`src/rtl/clk_ctrl_pkg.sv`:
```
// Shared types and defaults for the core run-control / rate generator.
// Optional feature macro: CLK_CTRL_CYCLE_COUNT_EN (adds o_cycle_cnt on core_clk_ctrl).
package clk_ctrl_pkg;

  localparam int CC_MAX_SEL_DEF = 24;
  localparam int CC_SEL_W_DEF   = 5;

  typedef enum logic [1:0] {
    CC_HALT,
    CC_RUN,
    CC_STEP
  } cc_state_e;

endpackage

```
`src/rtl/clk_tick_prescaler.sv`:
```
// Power-of-two prescaler: registers the (clamped) divide exponent, clears the
// counter whenever the exponent changes, and flags a tick when the low sel_q
// counter bits are all ones. The counter only advances while i_en is high.
module clk_tick_prescaler
  import clk_ctrl_pkg::*;
#(
  parameter int MAX_SEL = CC_MAX_SEL_DEF,
  parameter int SEL_W   = CC_SEL_W_DEF
) (
  input  logic             i_clk,
  input  logic             i_rst,
  input  logic             i_en,
  input  logic [SEL_W-1:0] i_sel,
  output logic             o_tick
);

  logic [SEL_W-1:0]   sel_clamp;
  logic [SEL_W-1:0]   sel_d, sel_q;
  logic [MAX_SEL-1:0] cnt_d, cnt_q;
  logic [MAX_SEL-1:0] mask;
  logic               sel_change;

  // Clamp the exponent, build the low-bit mask, and compute next counter state.
  always_comb begin
    sel_clamp  = (i_sel > SEL_W'(MAX_SEL)) ? SEL_W'(MAX_SEL) : i_sel;
    sel_change = (sel_clamp != sel_q);
    sel_d      = sel_clamp;
    mask       = '0;
    for (int i = 0; i < MAX_SEL; i++) begin
      mask[i] = (i < int'(sel_q));
    end
    cnt_d = cnt_q;
    if (sel_change) begin
      cnt_d = '0;
    end else if (i_en) begin
      cnt_d = cnt_q + MAX_SEL'(1);
    end
    // A rate change restarts the period, so the change cycle never ticks.
    o_tick = ~sel_change & ((cnt_q & mask) == mask);
  end

  // Exponent and counter registers.
  always_ff @(posedge i_clk) begin
    if (i_rst) begin
      sel_q <= '0;
      cnt_q <= '0;
    end else begin
      sel_q <= sel_d;
      cnt_q <= cnt_d;
    end
  end

endmodule

```
`src/rtl/core_clk_ctrl.sv`:
```
// Run-control and rate generator for the pipelined core. Emits a registered
// one-cycle clock enable at base/2^sel in RUN, a single enable per STEP, and
// nothing in HALT. Breakpoints are honoured only on cycles the core advanced.
// Optional feature macro: CLK_CTRL_CYCLE_COUNT_EN adds o_cycle_cnt, the count
// of issued enables.
module core_clk_ctrl
  import clk_ctrl_pkg::*;
#(
  parameter int MAX_SEL = CC_MAX_SEL_DEF,
  parameter int SEL_W   = CC_SEL_W_DEF
) (
  input  logic             i_clk,
  input  logic             i_rst,
  input  logic [SEL_W-1:0] i_div_sel,
  input  logic             i_run_req,
  input  logic             i_halt_req,
  input  logic             i_step_req,
  input  logic             i_bp_hit,
  output logic             o_clk_en,
  output logic             o_halted
`ifdef CLK_CTRL_CYCLE_COUNT_EN
  ,
  output logic [31:0]      o_cycle_cnt
`endif
);

  cc_state_e state_d, state_q;
  logic      clk_en_d, clk_en_q;
  logic      tick;
  logic      presc_en;

  assign presc_en = (state_q == CC_RUN) || (state_q == CC_STEP);

  clk_tick_prescaler #(
    .MAX_SEL (MAX_SEL),
    .SEL_W   (SEL_W)
  ) u_presc (
    .i_clk  (i_clk),
    .i_rst  (i_rst),
    .i_en   (presc_en),
    .i_sel  (i_div_sel),
    .o_tick (tick)
  );

  // Next state and next enable. Any transition into HALT suppresses the tick of
  // that cycle, except the STEP tick which is the one enable the step owes.
  always_comb begin
    state_d  = state_q;
    clk_en_d = 1'b0;
    case (state_q)
      CC_HALT: begin
        if (i_halt_req) begin
          state_d = CC_HALT;
        end else if (i_run_req) begin
          state_d = CC_RUN;
        end else if (i_step_req) begin
          state_d = CC_STEP;
        end
      end
      CC_RUN: begin
        if (i_halt_req) begin
          state_d = CC_HALT;
        end else if (clk_en_q && i_bp_hit) begin
          state_d = CC_HALT;
        end else begin
          clk_en_d = tick;
        end
      end
      CC_STEP: begin
        if (i_halt_req) begin
          state_d = CC_HALT;
        end else if (tick) begin
          state_d  = CC_HALT;
          clk_en_d = 1'b1;
        end
      end
      default: state_d = CC_HALT;
    endcase
  end

  // State and enable registers; reset parks the core in HALT with no enable.
  always_ff @(posedge i_clk) begin
    if (i_rst) begin
      state_q  <= CC_HALT;
      clk_en_q <= 1'b0;
    end else begin
      state_q  <= state_d;
      clk_en_q <= clk_en_d;
    end
  end

  assign o_clk_en = clk_en_q;
  assign o_halted = (state_q == CC_HALT);

`ifdef CLK_CTRL_CYCLE_COUNT_EN
  logic [31:0] cyc_cnt_d, cyc_cnt_q;

  assign cyc_cnt_d = cyc_cnt_q + 32'(clk_en_q);

  // Enable counter: accumulates each pulse as it is presented to the core.
  always_ff @(posedge i_clk) begin
    if (i_rst) begin
      cyc_cnt_q <= '0;
    end else begin
      cyc_cnt_q <= cyc_cnt_d;
    end
  end

  assign o_cycle_cnt = cyc_cnt_q;
`endif

endmodule

```
`config.mk`:
```
export PLATFORM = sky130hd
export DESIGN_NAME = core_clk_ctrl
export DESIGN_NICKNAME = d
export VERILOG_FILES = /design/src/rtl/clk_ctrl_pkg.sv /design/src/rtl/clk_tick_prescaler.sv /design/src/rtl/core_clk_ctrl.sv
export SDC_FILE = /design/constraint.sdc
export NUM_CORES = 1
export LEC_CHECK = 0
export CAP_MARGIN = 20
export CORE_ASPECT_RATIO = 1.5
export CORE_MARGIN = 2
export CORE_UTILIZATION = 60
export DETAILED_ROUTE_END_ITERATION = 8
export DONT_BUFFER_PORTS = 1
export PLACE_DENSITY_LB_ADDON = 0.12
export SYNTH_ARGS = -nofsm -noshare
export SYNTH_HDL_FRONTEND = slang
export SYNTH_SLANG_ARGS = --single-unit
```
`constraint.sdc`:
```
create_clock -name i_clk -period 4.6 [get_ports i_clk]
set_input_delay 0.69 -clock i_clk [delete_from_list [all_inputs] [get_ports i_clk]]
set_output_delay 0.69 -clock i_clk [all_outputs]
set_load 0.01 [all_outputs]
```
Word-level counts from Yosys, hierarchy flattened
Cells that the tools add are included.
Widths: inputs -> output; s select.
- divide/modulo/power cells: 0
- bitwise operators: 3
- magnitude comparators: 25
- reduce and logical (&&, ||, !) cells: 5
- muxes and demuxes: 14
- eq/ne operators: 7
- multipliers: 0
- shift operators: 0
- add/sub/neg operators: 1
- operators with widths (kind ; number):
    $lt 4x5->1 const A ; 8
    $lt 5x5->1 const A ; 8
    $add 24x1->24 const B ; 1
    $and 24x24->24 ; 1
    $eq 24x24->1 ; 1
    $lt 3x5->1 const A ; 4
    $mux 2 ; 7
    $lt 1x5->1 const A ; 2
    $lt 2x5->1 const A ; 2
    $pmux 2 s3 ; 1
    $gt 5x5->1 const B ; 1
    $mux 5 ; 1
    $ne 5x5->1 ; 1
    $mux 1 ; 4
    $ne 4x4->1 const B ; 1
    $ne 3x2->1 const B ; 1
    $ne 3x3->1 const B ; 1
    $reduce_and 3->1 ; 1
    $eq 2x1->1 const B ; 1
    $eq 2x2->1 const B ; 1
    $logic_not 2->1 ; 1
    $pmux 1 s2 ; 1
    $reduce_or 2->1 ; 1
    $and 1x1->1 ; 1
    other kinds (3) ; 3
- word-level logic and storage cells: 59
- register bits: 32
- input bits: 11
- memory bits (writable): 0
- memories: 0
- bits in read-only memories: 0
- bits in latches: 0
- output and inout bits: 2

Depth between registers and ports, before layout
- depth in word-level cells: 8
- gate-level depth with buffers: 10
- gate-level depth less buffers: 9

Hierarchy
Synthesis repeated with hierarchy kept, for this count alone.
- cells, all modules: 219
- area, all modules: 1848.0 um^2
- modules (own cells, without submodules) (module ; times used ; sequential area each (um^2) ; area an instance (um^2) ; cells an instance):
    clk_tick_prescaler ; 1 ; 580.6 ; 1610.3 ; 197
    core_clk_ctrl ; 1 ; 60.1 ; 237.7 ; 22

Worst setup path after synthesis
OpenSTA, ideal clock, no wires.
- path kind: flip-flop to flip-flop
- start: register state_q[1]
- end: register u_presc.cnt_q[23]
- period minus slack after synthesis: 2.251 ns
- data required time: 4.475 ns
- arrival: 2.125 ns
- path buffers: 1
- slack: 2.349 ns
- library setup time: 0.125 ns
- cell stages (with the launch flop): 10
- cell sequence: dfxtp_1 > inv_1 > ha_1 > buf_2 > and4_4 > and4_4 > nand4_4 > or4_4 > xor2_1 > nor2_2
- longest elaborated chain between the ends: 2
- elaborated cells on any way between the ends: 3
- those cells by class: eq/ne: 2; reduce/logical: 1
- RTL lines (item ; line ; text):
    start, declared ; core_clk_ctrl.sv:27 ; cc_state_e state_d, state_q;
    start signal, assigned ; core_clk_ctrl.sv:87 ; state_q <= state_d;
    $eq 2x1->1 or $eq 2x2->1 (tied branches) ; core_clk_ctrl.sv:32 ; assign presc_en = (state_q == CC_RUN) || (state_q == CC_STEP);
    $logic_or 1x1->1 * ; core_clk_ctrl.sv:32 ;
    via presc_en ; core_clk_ctrl.sv:30 ; logic presc_en;
    end signal, assigned ; clk_tick_prescaler.sv:49 ; cnt_q <= cnt_d;
    end, declared ; clk_tick_prescaler.sv:19 ; logic [MAX_SEL-1:0] cnt_d, cnt_q;
The timed path passes the listed nets; every way through them passes the cells marked *.
A chain may end at the register's enable or synchronous reset.

Worst setup path after layout
Same ends and word-level chain as after synthesis.

==> results.cfg <==
[worst_setup_path]
crit_start = state_q[1]
r2r_cells = 8
crit_chain = inv_1 -> ha_1 -> and4_4 -> and4_4 -> nand4_4 -> or4_4 -> xor2_1 -> nor2_2
critPathMostFrequentCell = and4_4
r2r_slack_ns = 2.12
critPathMaxFanout = 7
slowest_delay_ns = 0.54
critPathTopFamily = simple AND/OR/NAND/NOR gates
start_kind = flip-flop
r2r-end = u_presc.cnt_q[23]
cp_data_arrival_time_ns = 2.62
cp-endpoint = u_presc.cnt_q[23]
cp_num_buf_inv = 1
end_kind = flip-flop
worst_path_max_delay_cell = or4_4
r2r-start = state_q[1]
cp.depth = 8
worst-setup-path-type = reg -> reg
cp_data_required_time_ns = 4.74

[drt]
ant_nets = 0
dr.pass1.iters = 4
drtIter0Drc = 43
wire_per_inst_um = 14.5
wl_um = 3710
post-route-drc-count = 0
viasPerCell = 5.91
via_count = 1512

[sta]
final_hold_viol_count = 0
fmax_ghz = 0.404
finalSetupViolations = 0
finalCritPeriodShare = 0.538
slew_violations = 0
tns_ns = 0
tightest_slew_ns = 0.905
rsz0062_at_grt = no
holdWs_ns = 0.471
min_period_ns = 2.48
max_slew_margin = 0.397
skew_ns = 0.00489

[cts]
clkTransAtPathRegs_ns = 0.06
cts_buffers = 5
cts_buffer_depth = 2
holdBufCountCts = 0
cts_root_buf = clkbuf_8
htree_num_levels = 2
cts_setup_buffers = 0
worstSkewPairLatency_ns = 0.28
tritoncts = built
cts_repair_resize_count = 0
clock_sinks = 32

[finish]
syn_to_final_growth_pct = 2.50
diodes = 0
design_area_um2 = 1950
nets = 233
drive_above_1_share = 0.120

[floorplan]
core_um2 = 3100
fp.dieH_um = 72.9
top_level_ports = 13
fp.dieW_um = 49.9
die_area_um2 = 3640
start_util = 0.613
row_count = 25

[outcome]
status = complete, no violations

[global_routing]
grt_max_degree = 26
grt-ovfl-total = 0
grtUsageMet3 = 0.0574
grt_pass1_vias = 1393
gr-usage-met2 = 0.388
antenna_found_initial = 0
grt_usage = 0.238
gr-max-usage-layer = met2
grt_pass1_wl_um = 6520
met1_usage = 0.286

[synthesis]
yosysTopAreaCell = dfxtp_1
syn-num-nets = 235
synth_ff_type = dfxtp_1
yosysSeqAreaShare = 0.337
syn-instance-count = 220
synth_area_leaders = dfxtp_1, nor2_1, xor2_1
synth_edf_count = 0
synth_top_area_frac = 0.337
ys_types = 59
ys_warn_count = 0
postSynthAreaPerCell_um2 = 8.63
ys_seq_elements = 32
synthArstFlopShare = 0
syn-cell-area_um2 = 1900

[place]
dp_hpwl_um = 2800
place_area_um2 = 1880
io_buffers = 0
finalWeightedCongestion = 0.861

[power]
ir_worst_vdd_mv = 0.218
power_density_nw_per_um2 = 267
finalPower_mw = 0.520
p_leak_nw = 0.624

[job]
cap_violations = 0

[worst_hold_path]
hp-class = in -> reg
## cell families after synthesis
logic type	after synthesis	synth area share
AO/OA/AOI/OAI	34	0.145
XOR/XNOR	26	0.120
adder cells (fa/ha/maj)	4	0.0264
buffers and inverters	15	0.0494
flip-flops	32	0.337
multiplexers	1	0.00527
AND/OR/NAND/NOR	108	0.317
## synth_stat cells (2+ instances only)
master,instances
a21oi_1,6
a22o_1,2
a41oi_1,2
and2_1,4
and2_2,2
and4_4,3
buf_6,3
clkbuf_1,3
dfxtp_1,32
ha_1,4
inv_1,3
inv_2,3
nand2_1,18
nand2b_1,3
nand3_1,9
nand4_1,4
nand4b_1,2
nor2_1,40
nor2b_1,4
nor3_1,2
o21ai_0,5
o221ai_1,2
o32ai_1,3
or2b_2,2
xnor2_1,10
xor2_1,16
## state kept, by name, indices dropped and copies added (netlist names)
register       flops
state_q            2
u_presc.cnt_q     24
o_clk_en           1
u_presc.sel_q      5
## area by class of cell
class / count / area [um2]
clock buffers: 5 / 68.8
fillers: 275 / 1150
multi-input cells: 173 / 1160
flip-flops and latches: 32 / 641
well taps: 40 / 50.0
inverters: 6 / 22.5
## worst reg2reg max path, delay by kind of cell (launching register included)
kind	cells	cell delay, ns
adders and majority gates	1	0.44
DFF	1	0.37
and+or+nand+nor	5	1.26
xor gates and xnor gates	1	0.17
buffers and inverters	1	0.09
## stage by stage
step | cells | utilization | setup WS, ns
2_1_floorplan | 220 | - | 2.35
3_3_place_gp | 251 | 0.606 | 2.20
3_5_place_dp | 251 | 0.606 | 2.13
4_1_cts | 256 | 0.629 | 2.13
5_1_grt | 256 | 0.629 | 2.00
6_report | 256 | 0.629 | 2.12
## power by group
group          switching (mW)  internal [mW]  leakage, nW
logic                  0.0220         0.0207        0.329
clock network          0.0892         0.0971       0.0359
registers             0.00992          0.281        0.259
total                   0.121          0.398        0.624
## worst min path at each step
stage                           startpoint               end  cells past startpoint
final                                i_rst  u_presc.sel_q[4]                      1
after detailed placement  u_presc.cnt_q[7]  u_presc.cnt_q[7]                      2
after CTS                            i_rst  u_presc.sel_q[4]                      1
after global routing                 i_rst  u_presc.sel_q[4]                      1
after global placement          state_q[1]        state_q[1]                      1
after floorplan                 state_q[1]        state_q[1]                      1
## layout by cell type (no fill, tap or decap), types with 2 or more instances in the layout
master / instances
a21oi_1: 6
a22o_1: 2
a41oi_1: 2
and2_1: 4
and2_2: 2
and4_4: 3
clkbuf_8: 5
dfxtp_1: 32
ha_1: 4
inv_1: 3
inv_2: 3
nand2_1: 18
nand2b_1: 3
nand3_1: 9
nand4_1: 4
nand4b_1: 2
nor2_1: 40
nor2b_1: 4
nor3_1: 2
o21ai_0: 5
o221ai_1: 2
o32ai_1: 3
or2b_2: 2
xnor2_1: 10
xor2_1: 16
## per-layer routing
metal / wire length, um / vias up
li1: - / 771
met5: 0 / -
met4: 125 / 0
met2: 1870 / 27
met1: 1610 / 702
met3: 112 / 12
(Power assumes the default switching activity.)
